**config.mk**
```make
export PLATFORM = sky130hd
export DESIGN_NAME = task_sequencer
export DESIGN_NICKNAME = d
export VERILOG_FILES = /design/src/rtl/task_sequencer_pkg.sv /design/src/rtl/task_timeout_timer.sv /design/src/rtl/task_sequencer.sv
export SDC_FILE = /design/constraint.sdc
export NUM_CORES = 1
export LEC_CHECK = 0
export ABC_AREA = 1
export BUFFER_PORTS_ARGS = -buffer_cell sky130_fd_sc_hd__buf_2
export CORE_MARGIN = 5
export CORE_UTILIZATION = 40
export CTS_BUF_LIST = sky130_fd_sc_hd__clkbuf_8
export CTS_CLUSTER_DIAMETER = 60
export DETAILED_ROUTE_END_ITERATION = 8
export PLACE_DENSITY = 0.63
export REMOVE_ABC_BUFFERS = 1
export SLEW_MARGIN = 20
export SYNTH_ARGS = -nofsm -noshare
export SYNTH_HDL_FRONTEND = slang
export SYNTH_SLANG_ARGS = --single-unit
```
**constraint.sdc**
```tcl
create_clock -name i_clk -period 1.85 [get_ports i_clk]
set_input_delay 0.0925 -clock i_clk [delete_from_list [all_inputs] [get_ports i_clk]]
set_output_delay 0.0925 -clock i_clk [all_outputs]
set_load 0.05 [all_outputs]
```
**src/rtl/task_sequencer_pkg.sv**
```systemverilog
// Shared types and constants for the task sequencer.
// Optional cycle counter in the top is enabled by defining TASK_SEQ_CYCLE_COUNT_EN.
package tasks_parameters;

  localparam int TASK_MASK_W = 32;

  typedef enum logic [2:0] {
    IDLE,
    SELECT,
    TM_RESET,
    START,
    WAIT_DONE,
    NEXT,
    FINISH
  } seq_state_e;

  // Low n bits set; n = TASK_MASK_W gives all ones.
  function automatic logic [TASK_MASK_W-1:0] task_limit_mask(input int n);
    logic [TASK_MASK_W:0] one_hot;
    one_hot = {{TASK_MASK_W{1'b0}}, 1'b1};
    one_hot = one_hot << n;
    return one_hot[TASK_MASK_W-1:0] - {{(TASK_MASK_W-1){1'b0}}, 1'b1};
  endfunction

endpackage

```
**src/rtl/task_timeout_timer.sv**
```systemverilog
// Saturating per-task watchdog; expired is high while the count sits at TIMEOUT_CYCLES-1.
module task_timeout_timer #(
  parameter int TIMEOUT_CYCLES = 1_000_000
) (
  input  logic i_clk,
  input  logic i_rst,
  input  logic clear,
  input  logic enable,
  output logic expired
);

  localparam int CNT_W = $clog2(TIMEOUT_CYCLES + 1);
  localparam logic [CNT_W-1:0] LAST = CNT_W'(TIMEOUT_CYCLES - 1);
  localparam logic [CNT_W-1:0] SAT  = CNT_W'(TIMEOUT_CYCLES);

  logic [CNT_W-1:0] count;

  always_ff @(posedge i_clk) begin
    if (i_rst || clear) begin
      count <= '0;
    end else if (enable && count != SAT) begin
      count <= count + CNT_W'(1);
    end
  end

  assign expired = (count == LAST);

endmodule

```
**src/rtl/task_sequencer.sv**
```systemverilog
// Runs every enabled task through task_manager one at a time, with per-task timeout.
// Define TASK_SEQ_CYCLE_COUNT_EN to measure start-to-done cycles in o_last_task_cycles.
module task_sequencer
  import tasks_parameters::*;
#(
  parameter int NUMBER_OF_TASKS = 16,
  parameter int TIMEOUT_CYCLES  = 1_000_000,
  parameter int TM_RST_CYCLES   = 4
) (
  input  logic                   i_clk,
  input  logic                   i_rst,
  input  logic                   i_run,
  input  logic                   i_abort,
  input  logic [TASK_MASK_W-1:0] i_enabled_tasks,
  input  logic                   i_tasks_done,
  output logic                   o_tm_rst,
  output logic                   o_start_tests,
  output logic [TASK_MASK_W-1:0] o_current_task_number,
  output logic                   o_busy,
  output logic                   o_done,
  output logic                   o_aborted,
  output logic [TASK_MASK_W-1:0] o_pass_mask,
  output logic [TASK_MASK_W-1:0] o_timeout_mask,
  output logic [TASK_MASK_W-1:0] o_last_task_cycles
);

  localparam logic [TASK_MASK_W-1:0] TASK_LIMIT = task_limit_mask(NUMBER_OF_TASKS);
  localparam logic [5:0] LAST_IDX = 6'(NUMBER_OF_TASKS);
  localparam int RST_W = (TM_RST_CYCLES > 1) ? $clog2(TM_RST_CYCLES) : 1;
  localparam logic [RST_W-1:0] LAST_RST = RST_W'(TM_RST_CYCLES - 1);

  seq_state_e             state;
  logic [5:0]             idx;
  logic [4:0]             sel;
  logic [TASK_MASK_W-1:0] mask;
  logic [RST_W-1:0]       rst_cnt;
  logic                   abort_now;
  logic                   timer_expired;

  assign sel       = idx[4:0] - 5'd1;
  assign abort_now = i_abort && state != IDLE && state != FINISH;

  task_timeout_timer #(
    .TIMEOUT_CYCLES(TIMEOUT_CYCLES)
  ) u_timer (
    .i_clk  (i_clk),
    .i_rst  (i_rst),
    .clear  (state == START),
    .enable (state == WAIT_DONE),
    .expired(timer_expired)
  );

  always_ff @(posedge i_clk) begin
    if (i_rst) begin
      state                 <= IDLE;
      idx                   <= 6'd1;
      mask                  <= '0;
      rst_cnt               <= '0;
      o_tm_rst              <= 1'b0;
      o_start_tests         <= 1'b0;
      o_current_task_number <= '0;
      o_busy                <= 1'b0;
      o_done                <= 1'b0;
      o_aborted             <= 1'b0;
      o_pass_mask           <= '0;
      o_timeout_mask        <= '0;
    end else if (abort_now) begin
      state                 <= FINISH;
      o_done                <= 1'b1;
      o_aborted             <= 1'b1;
      o_tm_rst              <= 1'b0;
      o_start_tests         <= 1'b0;
      o_current_task_number <= '0;
    end else begin
      o_done <= 1'b0;
      case (state)
        IDLE: begin
          if (i_run) begin
            mask           <= i_enabled_tasks & TASK_LIMIT;
            o_pass_mask    <= '0;
            o_timeout_mask <= '0;
            o_aborted      <= 1'b0;
            idx            <= 6'd1;
            o_busy         <= 1'b1;
            state          <= SELECT;
          end
        end
        SELECT: begin
          if (idx > LAST_IDX) begin
            o_done <= 1'b1;
            state  <= FINISH;
          end else if (mask[sel]) begin
            o_current_task_number <= {{(TASK_MASK_W-6){1'b0}}, idx};
            o_tm_rst              <= 1'b1;
            rst_cnt               <= '0;
            state                 <= TM_RESET;
          end else begin
            idx <= idx + 6'd1;
          end
        end
        TM_RESET: begin
          if (rst_cnt == LAST_RST) begin
            o_tm_rst      <= 1'b0;
            o_start_tests <= 1'b1;
            state         <= START;
          end else begin
            rst_cnt <= rst_cnt + RST_W'(1);
          end
        end
        START: begin
          o_start_tests <= 1'b0;
          state         <= WAIT_DONE;
        end
        // Done wins over a timeout landing in the same cycle.
        WAIT_DONE: begin
          if (i_tasks_done) begin
            o_pass_mask[sel]      <= 1'b1;
            o_current_task_number <= '0;
            state                 <= NEXT;
          end else if (timer_expired) begin
            o_timeout_mask[sel]   <= 1'b1;
            o_current_task_number <= '0;
            state                 <= NEXT;
          end
        end
        NEXT: begin
          idx   <= idx + 6'd1;
          state <= SELECT;
        end
        FINISH: begin
          o_current_task_number <= '0;
          o_busy                <= 1'b0;
          state                 <= IDLE;
        end
        default: state <= IDLE;
      endcase
    end
  end

`ifdef TASK_SEQ_CYCLE_COUNT_EN
  logic [TASK_MASK_W-1:0] cycle_cnt;

  // Counts WAIT_DONE cycles; the done cycle itself is included in the reported value.
  always_ff @(posedge i_clk) begin
    if (i_rst) begin
      cycle_cnt          <= '0;
      o_last_task_cycles <= '0;
    end else begin
      if (state == IDLE && i_run) begin
        o_last_task_cycles <= '0;
      end else if (state == WAIT_DONE && i_tasks_done && !abort_now) begin
        o_last_task_cycles <= (cycle_cnt == '1) ? '1 : cycle_cnt + 32'd1;
      end
      if (state == START) begin
        cycle_cnt <= '0;
      end else if (state == WAIT_DONE && cycle_cnt != '1) begin
        cycle_cnt <= cycle_cnt + 32'd1;
      end
    end
  end
`else
  assign o_last_task_cycles = '0;
`endif

endmodule
```
==> results of run 1 <==
power breakdown:
part	internal [mW]	total, mW	switching (mW)
logic	1.84	5.16	3.32
clock network	1.53	2.60	1.08
registers	2.91	3.08	0.174
worst register-to-register path, delay by kind of cell, from the launching register on:
family / cells / cell delay, ns
AND/OR/NAND/NOR: 4 / 0.46
adder cells (fa/ha/maj): 1 / 0.19
flip-flops: 1 / 0.34
AO/OA/AOI/OAI: 2 / 0.39
buffers and inverters: 2 / 0.34
flip-flops by register name, indices dropped and copies added, names as in the netlist:
name                   count
o_aborted                  1
o_busy                     1
state                      3
idx                        6
o_timeout_mask            32
rst_cnt                    2
u_timer.count             20
o_done                     1
o_start_tests              1
mask                      16
o_tm_rst                   1
o_pass_mask               32
o_current_task_number      6
Yosys cell counts (2+ instances only):
library cell  instances
buf_6                 5
buf_2                12
ha_1                  8
nor3b_1               4
inv_2                 7
nand4_1              15
buf_4                61
nor3_1               16
nor2_4                2
nand3b_1              2
nand2_1             139
nand3_1              59
o21ai_0              11
a21oi_1             118
inv_1                68
nor2_2                3
clkbuf_1              8
xnor2_1               4
xor2_1               10
nor2_1              114
dfxtp_1             122
nand3_2               3
kinds of logic (layout without fill, tap and decap cells):
logic type	count (synthesis)	after routing	share of synthesized area [%]
simple gates	362	362	27.03
buf+inv	162	277	15.24
compound gates	135	135	12.02
flops	122	122	41.83
xor+xnor	14	14	2.100
fa+ha+maj	8	8	1.715
other cells	1	58	0.06423
final timing paths:
| kind | from | endpoint | slack [ns] |
|---|---|---|---|
| hold / removal | i_run | state[0] | 0.13 |
| hold reg to reg | o_current_task_number[5] | o_current_task_number[5] | 0.44 |
| setup reg to reg | u_timer.count[0] | o_timeout_mask[12] | 0.07 |
| setup / recovery | u_timer.count[0] | o_timeout_mask[12] | 0.07 |
per-stage QoR:
step | hold WS [ns] | power (mW) | setup WS, ns | instances | TNS, ns
2_1_floorplan | 0.1616 | 5.901 | -1.563 | 775 | -112.33
4_1_cts | 0.01083 | 10.27 | 0.0009919 | 1150 | 0
3_3_place_gp | 0.3745 | 7.516 | -0.04301 | 1100 | -0.2250
6_report | 0.1292 | 10.85 | 0.07429 | 1160 | 0
3_5_place_dp | 0.3719 | 7.516 | -0.1090 | 1100 | -0.7420
5_1_grt | 0.1155 | 11.56 | -0.08362 | 1160 | -0.4021
area by class of cell:
| cell class | instances | area [sq um] | area share (%) |
|---|---|---|---|
| Multi-Input combinational cell | 577 | 2900 | 38.59 |
| Sequential cell | 122 | 2449 | 32.58 |
| Timing Repair Buffer | 170 | 1211 | 16.12 |
| Inverter | 76 | 290.3 | 3.863 |
| Clock buffer | 19 | 261.5 | 3.480 |
| Tap cell | 184 | 230.2 | 3.064 |
| Clock inverter | 12 | 172.7 | 2.298 |
per-layer routing:
| layer | share of wire, % | GRT usage [%] | vias up | wire length [um] |
|---|---|---|---|---|
| met3 | 6.7 | 5.691 | 22 | 1024 |
| met5 | 0 | 0 | - | 0 |
| li1 | - | - | 2807 | - |
| met1 | 45 | 22.49 | 2426 | 6902 |
| met2 | 46 | 29.03 | 146 | 7085 |
| met4 | 1.6 | 5.808 | 0 | 247 |
what timing repair did:
item,CTS,global route
endpoints found under the setup margin,64,101
hold endpoints to repair,20,1
resized for setup,10,48
hold buffers,17,1
setup buffers,2,6
cloned,0,3
pin swaps,1,9
==> flow_summary.yaml, run 1 <==
worst_setup_path:
  arrival_ns: 2.17
  critPathLaunchType: "flip-flop"
  cp_num_cells: 9
  crit_slowest_cell: "dfxtp_2"
  critPathMaxFanout: 16
  max_stage_delay_ns: 0.34
  crit_type: "flip-flop to flip-flop"
  critPathTopFamily: "simple AND/OR/NAND/NOR gates"
  reg2reg_depth: 9
  worst_ep_required_time_ns: 2.24
  cp_num_buf_inv: 2
  crit_path_end_kind: "flip-flop"
  critical_path.most_common_cell: "nand3_2"
  crit_path_cell_trace: "ha_2, nand3_2, nor3_2, nand3_2, a211oi_4, buf_12, clkbuf_16, a21oi_1, nor2_1"
timing:
  slew_violations: 0
  clock-skew-final_ns: 0.01560
  setup_violations: 0
  grt_setup_unrepaired: "true"
  period_share_pct: 95.98
  hold_viol: 0
  max_freq_mhz: 563.2
  finalCriticalPeriod_ns: 1.776
cells_and_area:
  antenna_cells: 0
  layout_commonest_cell: "nand2_1"
  postLayoutCoreUtil_pct: 52.10
  final_cell_mix: "132 x nand2_1, 118 x a21oi_1, 117 x dfxtp_1, 95 x nor2_1, 95 x buf_2"
  drive_gt1_share_pct: 25.61
  syn2layout_area_growth_pct: 28.72
  nFillCells: 1423
  final_nets: 1009
  stdcell_area_sq_mm: 0.007515
clocking:
  cts_tree: "built"
  cts_root_buffer: "clkbuf_8"
  cts.path.max_buffers: 2
  clkTransAtPathRegs_ns: 0.07
  cts_buffers: 17
  cts.sinks: 122
  cts-htree-levels: 4
  clk_latency_ns: 0.45
power:
  leakage_nw: 3.339
  ir_drop_mv: 0.7627
  power.density_mw_per_mm2: 1444
detailed_routing:
  dr_total_vias: 5401
  dr.first_iter.drc_count: 307
  drtPass1Iterations: 4
  ant_nets: 0
  drcViolationCount: 0
  drt_wl_total_mm: 15.26
  via_per_inst: 4.656
  post_drt_wl_per_cell_um: 13.16
run_status:
  status: "finished clean"
floorplan:
  die_x_um: 130.8
  num_rows: 44
  pin_count: 170
  coreArea_sq_mm: 0.01442
  initial_core_util_pct: 40.48
  die_y_um: 130.8
  dieArea_sq_mm: 0.01711
placed_design:
  placed_cell_area_sq_mm: 0.006564
  place.gp.congestion: 0.8652
  io_buffers: 95
  dp_hpwl_mm: 10.78
yosys:
  syn_inst: 804
  yosys.area.top_type: "dfxtp_1"
  ys_ff_latch: 122
  ys_warn_count: 0
  synth-main-ff-cell: "dfxtp_1"
  ys_types: 35
  synth_area_per_cell_sq_um: 7.261
  synth-edff-count: 0
  yosys-top-cells-area: "dfxtp_1 42%, a21oi_1 10%, nand2_1 8.9%"
  netlist.area_leader.share_pct: 41.83
  netlist_area_sq_mm: 0.005838
  ys_seq_area_share_pct: 41.83
  ys_async_sr_fraction_pct: 0
global_routing:
  grt_start_max_net_pins: 33
  grt_overflow_total: 0
  antenna_found_initial: 0
  track_usage_pct: 17.84
  grt_pass1_vias: 5150
  grt_pass1_wl_mm: 24.28
run:
  max_cap_violations: 0
hold_path:
  hold_depth: 5
  hp-class: "input pin to flip-flop"
No activity file was read; power rests on OpenSTA's default activity.
==> inputs of run 2 (changes only) <==
--- a/config.mk
+++ b/config.mk
@@ -5,14 +5,13 @@
 export SDC_FILE = /design/constraint.sdc
 export NUM_CORES = 1
 export LEC_CHECK = 0
-export ABC_AREA = 1
 export BUFFER_PORTS_ARGS = -buffer_cell sky130_fd_sc_hd__buf_2
 export CORE_MARGIN = 5
 export CORE_UTILIZATION = 40
 export CTS_BUF_LIST = sky130_fd_sc_hd__clkbuf_8
 export CTS_CLUSTER_DIAMETER = 60
 export DETAILED_ROUTE_END_ITERATION = 8
-export PLACE_DENSITY = 0.63
+export PLACE_DENSITY = 0.64
 export REMOVE_ABC_BUFFERS = 1
 export SLEW_MARGIN = 20
 export SYNTH_ARGS = -nofsm -noshare
==> run 2 against run 1 <==
Against the previous run:
- the run now ends with negative setup slack left
- cell count down 11%
- critical path depth is 1 higher
- wire length rose by 1.2%
- count of clock-buffer cells in the layout down 1
- total power decreased by 11%
- sequential cell count is the same
- die area fell by 6.9%
- global-route usage up 0.52 points
==> flow_summary.yaml, run 2 <==
yosys:
  yosys.area_share.simple_pct: 20.55
  synth_compound_area_share_pct: 14.23
  yosys-top-cells-area: "dfxtp_1 45%, buf_4 8.2%, a21oi_1 8.1%"
  ys_ff_latch: 122
  synth_top_family_by_area: "simple AND/OR/NAND/NOR gates"
  yosys.area.top_type: "dfxtp_1"
  synth_fa_ha_area_share_pct: 1.854
  syn_inst: 649
  synthXorXnorAreaFrac_pct: 3.869
  netlist.area_leader.share_pct: 45.23
  synth-main-ff-cell: "dfxtp_1"
  synth-edff-count: 0
  ys_seq_area_share_pct: 45.23
  ys_types: 52
  synth_area_per_cell_sq_um: 8.321
  muxShareOfSynthArea_pct: 2.896
  ys_warn_count: 0
  synthTopCellsByCount: "122 x dfxtp_1, 112 x nor2_1, 87 x a21oi_1"
  synth.most_common_cell: "dfxtp_1"
  ys_async_sr_fraction_pct: 0
  netlist_area_sq_mm: 0.005400
global_routing:
  grt_pass1_vias: 4907
  grt_pass1_wl_mm: 23.85
  antenna_found_initial: 0
  grt_overflow_total: 0
  track_usage_pct: 18.35
  grt_start_max_net_pins: 44
cells_and_area:
  drive_gt1_share_pct: 36.36
  layout_commonest_cell: "dfxtp_1"
  final_cell_mix: "119 x dfxtp_1, 102 x nor2_1, 96 x buf_2, 77 x buf_4"
  antenna_cells: 0
  syn2layout_area_growth_pct: 40.76
  largest_registers: "o_pass_mask: 32 flops, o_timeout_mask: 32 flops, u_timer.count: 20 flops"
  final_nets: 890
placed_design:
  io_buffers: 95
  dp_hpwl_mm: 10.67
  pre_cts_ws_ns: -0.8620
  place.gp.congestion: 0.8563
detailed_routing:
  drt_wl_total_mm: 15.45
  dr_total_vias: 5109
  drtPass1Iterations: 4
  ant_nets: 0
  dr.first_iter.drc_count: 311
  post_drt_wl_per_cell_um: 14.94
  drcViolationCount: 0
  via_per_inst: 4.941
timing:
  finalCriticalPeriod_ns: 2.473
  setup_violations: 81
  period_share_pct: 133.7
  hold_viol: 0
  relSlewSlack_pct: 31.69
  grt_setup_unrepaired: "true"
  fin_ws_ns: -0.6233
  clock-skew-final_ns: 0.01067
  slew_violations: 0
  max_slew.worst_pin.slew_ns: 1.017
  max_freq_mhz: 404.3
clocking:
  cts.sinks: 122
  cts_buffers: 17
  cts_tree: "built"
  clk_latency_ns: 0.45
  clkTransAtPathRegs_ns: 0.08
  cts_root_buffer: "clkbuf_8"
  cts-htree-levels: 4
  cts.path.max_buffers: 2
worst_setup_path:
  critPathLaunchType: "flip-flop"
  worst_ep_required_time_ns: 2.18
  crit_path_cell_trace: "inv_4, ha_4, mux2i_1, mux4_2, mux2_4, buf_6, a2111oi_4, buf_4, or3_4, nand3_1"
  crit_type: "flip-flop to flip-flop"
  critPathMaxFanout: 9
  max_stage_delay_ns: 0.47
  crit_path_end_kind: "flip-flop"
  crit_slowest_cell: "mux4_2"
  arrival_ns: 2.81
run_status:
  status: "finished with violations"
  violations: "negative setup slack"
floorplan:
  die_y_um: 126.2
  dieArea_sq_mm: 0.01592
  num_rows: 42
  coreArea_sq_mm: 0.01324
  initial_core_util_pct: 40.78
  pin_count: 170
  die_x_um: 126.2
hold_path:
  hp-class: "input pin to flip-flop"
power:
  power.density_mw_per_mm2: 1267
  leakage_nw: 3.250
  ir_drop_mv: 0.6705
  p_total_mw: 9.627
run:
  max_cap_violations: 0
==> run 2: through the flow <==
stage | instance area (sq um) | instances | setup TNS (ns) | utilization, % | hold WS, ns
2_1_floorplan | 5064 | 619 | -61.66 | - | 0.1616
3_3_place_gp | 6410 | 973 | -30.46 | 48.40 | 0.3412
3_5_place_dp | 6410 | 973 | -38.46 | 48.40 | 0.3404
4_1_cts | 7328 | 1028 | -20.59 | 55.34 | 0.01910
5_1_grt | 7601 | 1034 | -37.86 | 57.40 | 0.04848
6_report | 7601 | 1034 | -28.79 | 57.40 | 0.05496
==> run 2: worst max-delay path: cells and delay by family, from the launching register on <==
family	cells	cell delay [ns]
AO/OA/AOI/OAI	1	0.22
buffers and inverters	3	0.38
adder cells (fa/ha/maj)	1	0.35
flip-flops	1	0.37
multiplexers	3	0.87
AND/OR/NAND/NOR	2	0.17
==> run 2: area by class of cell <==
cell class,count,area (sq um)
sequential,122,2449
inverter,16,65.06
clock inverter,14,138.9
tap,176,220.2
clock buffer,18,247.7
multi-input combinational,481,3050
timing repair buffer,207,1430
fill,1146,5642
==> run 2: path summary, 6_finish.rpt <==
kind               end  slack [ns]  cells past startpoint      start
max             idx[0]       -0.62                     10     idx[1]
min             o_done        0.05                      3    i_abort
max reg2reg     idx[0]       -0.62                     10     idx[1]
min reg2reg  o_aborted        0.45                      2  o_aborted
==> run 2: cell families (layout without fill, tap and decap cells) <==
kind of cell	Yosys count	count (layout)
multiplexers	13	13
flip-flops	122	122
buffers and inverters	103	255
AND/OR/NAND/NOR	248	248
XOR/XNOR	23	23
AO/OA/AOI/OAI	131	131
other	1	58
adder cells (fa/ha/maj)	8	8
==> run 2: repair_timing <==
action                                  in CTS  in global routing
buffers inserted                             8                  8
gates resized for setup                     82                 48
pin swaps                                   30                 23
gates cloned                                 1                  1
endpoints found under the setup margin      82                102
hold endpoints to repair                    16                  0
hold buffers                                16                  0
==> run 2: report_power, final <==
| part | total, mW | leakage, nW | switching, mW | internal (mW) |
|---|---|---|---|---|
| clock network | 2.30 | 0.200 | 1.17 | 1.13 |
| logic | 4.34 | 2.06 | 2.62 | 1.71 |
| registers | 2.99 | 0.987 | 0.165 | 2.83 |
==> run 2: metal layers <==
metal	global-route usage (%)	vias up	part of all wire, %
li1	-	2480	-
met1	23.02	2391	43
met2	29.45	211	47
met3	6.097	27	7.8
met4	6.751	0	2.2
met5	0	-	0
==> inputs of run 3 (changes only) <==
--- a/config.mk
+++ b/config.mk
@@ -13,7 +13,7 @@
 export DETAILED_ROUTE_END_ITERATION = 8
 export PLACE_DENSITY = 0.64
 export REMOVE_ABC_BUFFERS = 1
-export SLEW_MARGIN = 20
+export SLEW_MARGIN = 5
 export SYNTH_ARGS = -nofsm -noshare
 export SYNTH_HDL_FRONTEND = slang
 export SYNTH_SLANG_ARGS = --single-unit
==> constraint.sdc (replaced) <==
create_clock -name i_clk -period 1.85 [get_ports i_clk]
set_input_delay 0.37 -clock i_clk [delete_from_list [all_inputs] [get_ports i_clk]]
set_output_delay 0.37 -clock i_clk [all_outputs]
set_load 0.05 [all_outputs]
==> run 3 against run 2 <==
Against the previous run:
- the flow still finishes with violations (negative setup slack)
- wire length shrank 0.87%
- final area shrank 0.54%
- sequential power is essentially flat
- largest cell class unchanged
==> flow_summary.yaml, run 3 (synthesis gave the netlist of run 2 again) <==
run_status:
  status: "finished with violations"
  violations: "negative setup slack"
timing:
  slew_violations: 0
  fin_ws_ns: -0.6325
  finalCriticalPeriod_ns: 2.482
  period_share_pct: 134.2
  setup_violations: 81
  max_freq_mhz: 402.8
  grt_setup_unrepaired: "true"
  clock-skew-final_ns: 0.01245
  hold_viol: 0
  max_slew.worst_pin.slew_ns: 0.9075
  relSlewSlack_pct: 39.07
global_routing:
  track_usage_pct: 18.01
  grt_pass1_wl_mm: 23.49
  antenna_found_initial: 0
  grt_start_max_net_pins: 44
  grt_overflow_total: 0
  grt_pass1_vias: 4878
floorplan:
  die_x_um: 126.2
  dieArea_sq_mm: 0.01592
  pin_count: 170
  initial_core_util_pct: 40.78
  num_rows: 42
  die_y_um: 126.2
  coreArea_sq_mm: 0.01324
worst_setup_path:
  reg2reg_depth: 10
  reg2reg_slack_ns: -0.63
  crit_path_end_kind: "flip-flop"
  crit_slowest_cell: "mux4_2"
  cp_num_buf_inv: 3
  critPathTopFamily: "multiplexers"
  arrival_ns: 2.80
  max_stage_delay_ns: 0.45
  crit_type: "flip-flop to flip-flop"
  critPathMaxFanout: 9
  worst_ep_required_time_ns: 2.17
  cp_num_cells: 10
  critPathLaunchType: "flip-flop"
  crit_path_cell_trace: "inv_4, ha_4, mux2i_1, mux4_2, mux2_4, buf_12, a2111oi_4, buf_4, or4_1, a21oi_1"
clocking:
  cts_hold_buf: 0
  cts_buffers: 17
  cts_root_buffer: "clkbuf_8"
  cts-htree-levels: 4
  cts.sinks: 122
  cts_tree: "built"
  cts.path.max_buffers: 2
  clk_latency_ns: 0.44
  clkTransAtPathRegs_ns: 0.08
cells_and_area:
  final_cell_mix: "118 x dfxtp_1, 101 x nor2_1, 96 x buf_2, 79 x buf_4"
  layout_commonest_cell: "dfxtp_1"
  drive_gt1_share_pct: 39.10
  multi_input_area_sq_mm: 0.003087
  nFillCells: 1201
  final_nets: 881
  antenna_cells: 0
  largest_registers: "o_pass_mask: 32 flops, o_timeout_mask: 32 flops, u_timer.count: 20 flops"
  regArea_sq_mm: 0.002450
  syn2layout_area_growth_pct: 39.99
  fin_cells: 1025
detailed_routing:
  post_drt_wl_per_cell_um: 14.94
  ant_nets: 0
  drtPass1Iterations: 6
  drt_wl_total_mm: 15.31
  via_per_inst: 4.950
  drcViolationCount: 0
  dr_total_vias: 5074
  dr.first_iter.drc_count: 265
power:
  leakage_nw: 3.241
  power.density_mw_per_mm2: 1282
  ir_drop_mv: 0.7333
placed_design:
  dp_hpwl_mm: 10.90
  pre_cts_ws_ns: -0.8974
  place.gp.congestion: 0.9179
  dpl.cell_count: 978
  io_buffers: 95
hold_path:
  hp-class: "input pin to flip-flop"
  hold_depth: 3
run:
  max_cap_violations: 0
-- run 3: changes by cell type in the layout (fill, tap and decap cells not counted), sizes merged --
| cell | delta |
|---|---|
| buf | +7 |
| clkinvlp | +2 |
| clkinv | -2 |
| dlygate4sd3 | -16 |
-- run 3: path summary, 6_finish.rpt --
check	start	end
min	i_enabled_tasks[15]	mask[15]
min reg2reg	o_aborted	o_aborted
max reg2reg	idx[1]	idx[2]
max	idx[1]	idx[2]
-- run 3: timing repair --
action                                  in CTS  in global routing
resized for setup                           27                117
setup buffers                                3                 11
pin swaps                                   14                 84
cloned                                       1                  1
endpoints found under the setup margin      84                 95
-- run 3: stage by stage --
step | setup TNS (ns) | power (mW) | utilization, % | hold WS, ns | instance area, sq um
2_1_floorplan | -61.66 | 5.020 | - | 0.4296 | 5064
3_3_place_gp | -31.34 | 6.336 | 48.78 | 0.4359 | 6460
3_5_place_dp | -37.66 | 6.406 | 48.78 | 0.4466 | 6460
4_1_cts | -23.04 | 8.859 | 52.63 | 0.1505 | 6969
5_1_grt | -38.69 | 10.19 | 57.09 | 0.1534 | 7560
6_report | -30.81 | 9.689 | 57.09 | 0.1690 | 7560
-- run 3: power breakdown --
part | leakage (nW) | internal, mW | total (mW) | switching (mW)
Sequential | 0.988 | 2.83 | 2.99 | 0.168
Clock | 0.192 | 1.12 | 2.31 | 1.18
Combinational | 2.06 | 1.74 | 4.39 | 2.64
Total | 3.24 | 5.69 | 9.69 | 4.00
-- run 3: metal layers --
metal  vias up  share of wire [%]  global-route usage (%)
met5         -                  0                       0
met4         0               0.76                   5.552
met3        11                7.3                   6.054
met2       190                 49                   29.95
met1      2414                 43                   22.11
li1       2459                  -                       -
-- run 3: final cells by class --
type / instances / share of cell area [%]
multi-input cells: 481 / 40.83
flip-flops and latches: 122 / 32.41
repair buffers: 198 / 17.91
clock buffers: 18 / 3.277
well taps: 176 / 2.913
clock inverters: 14 / 1.804
inverters: 16 / 0.8606
-- run 3: tightest hold or removal path, cell delays in order --
cell and delay (ns):
buf_2 0.09, nand2_1 0.05, a21oi_1 0.05
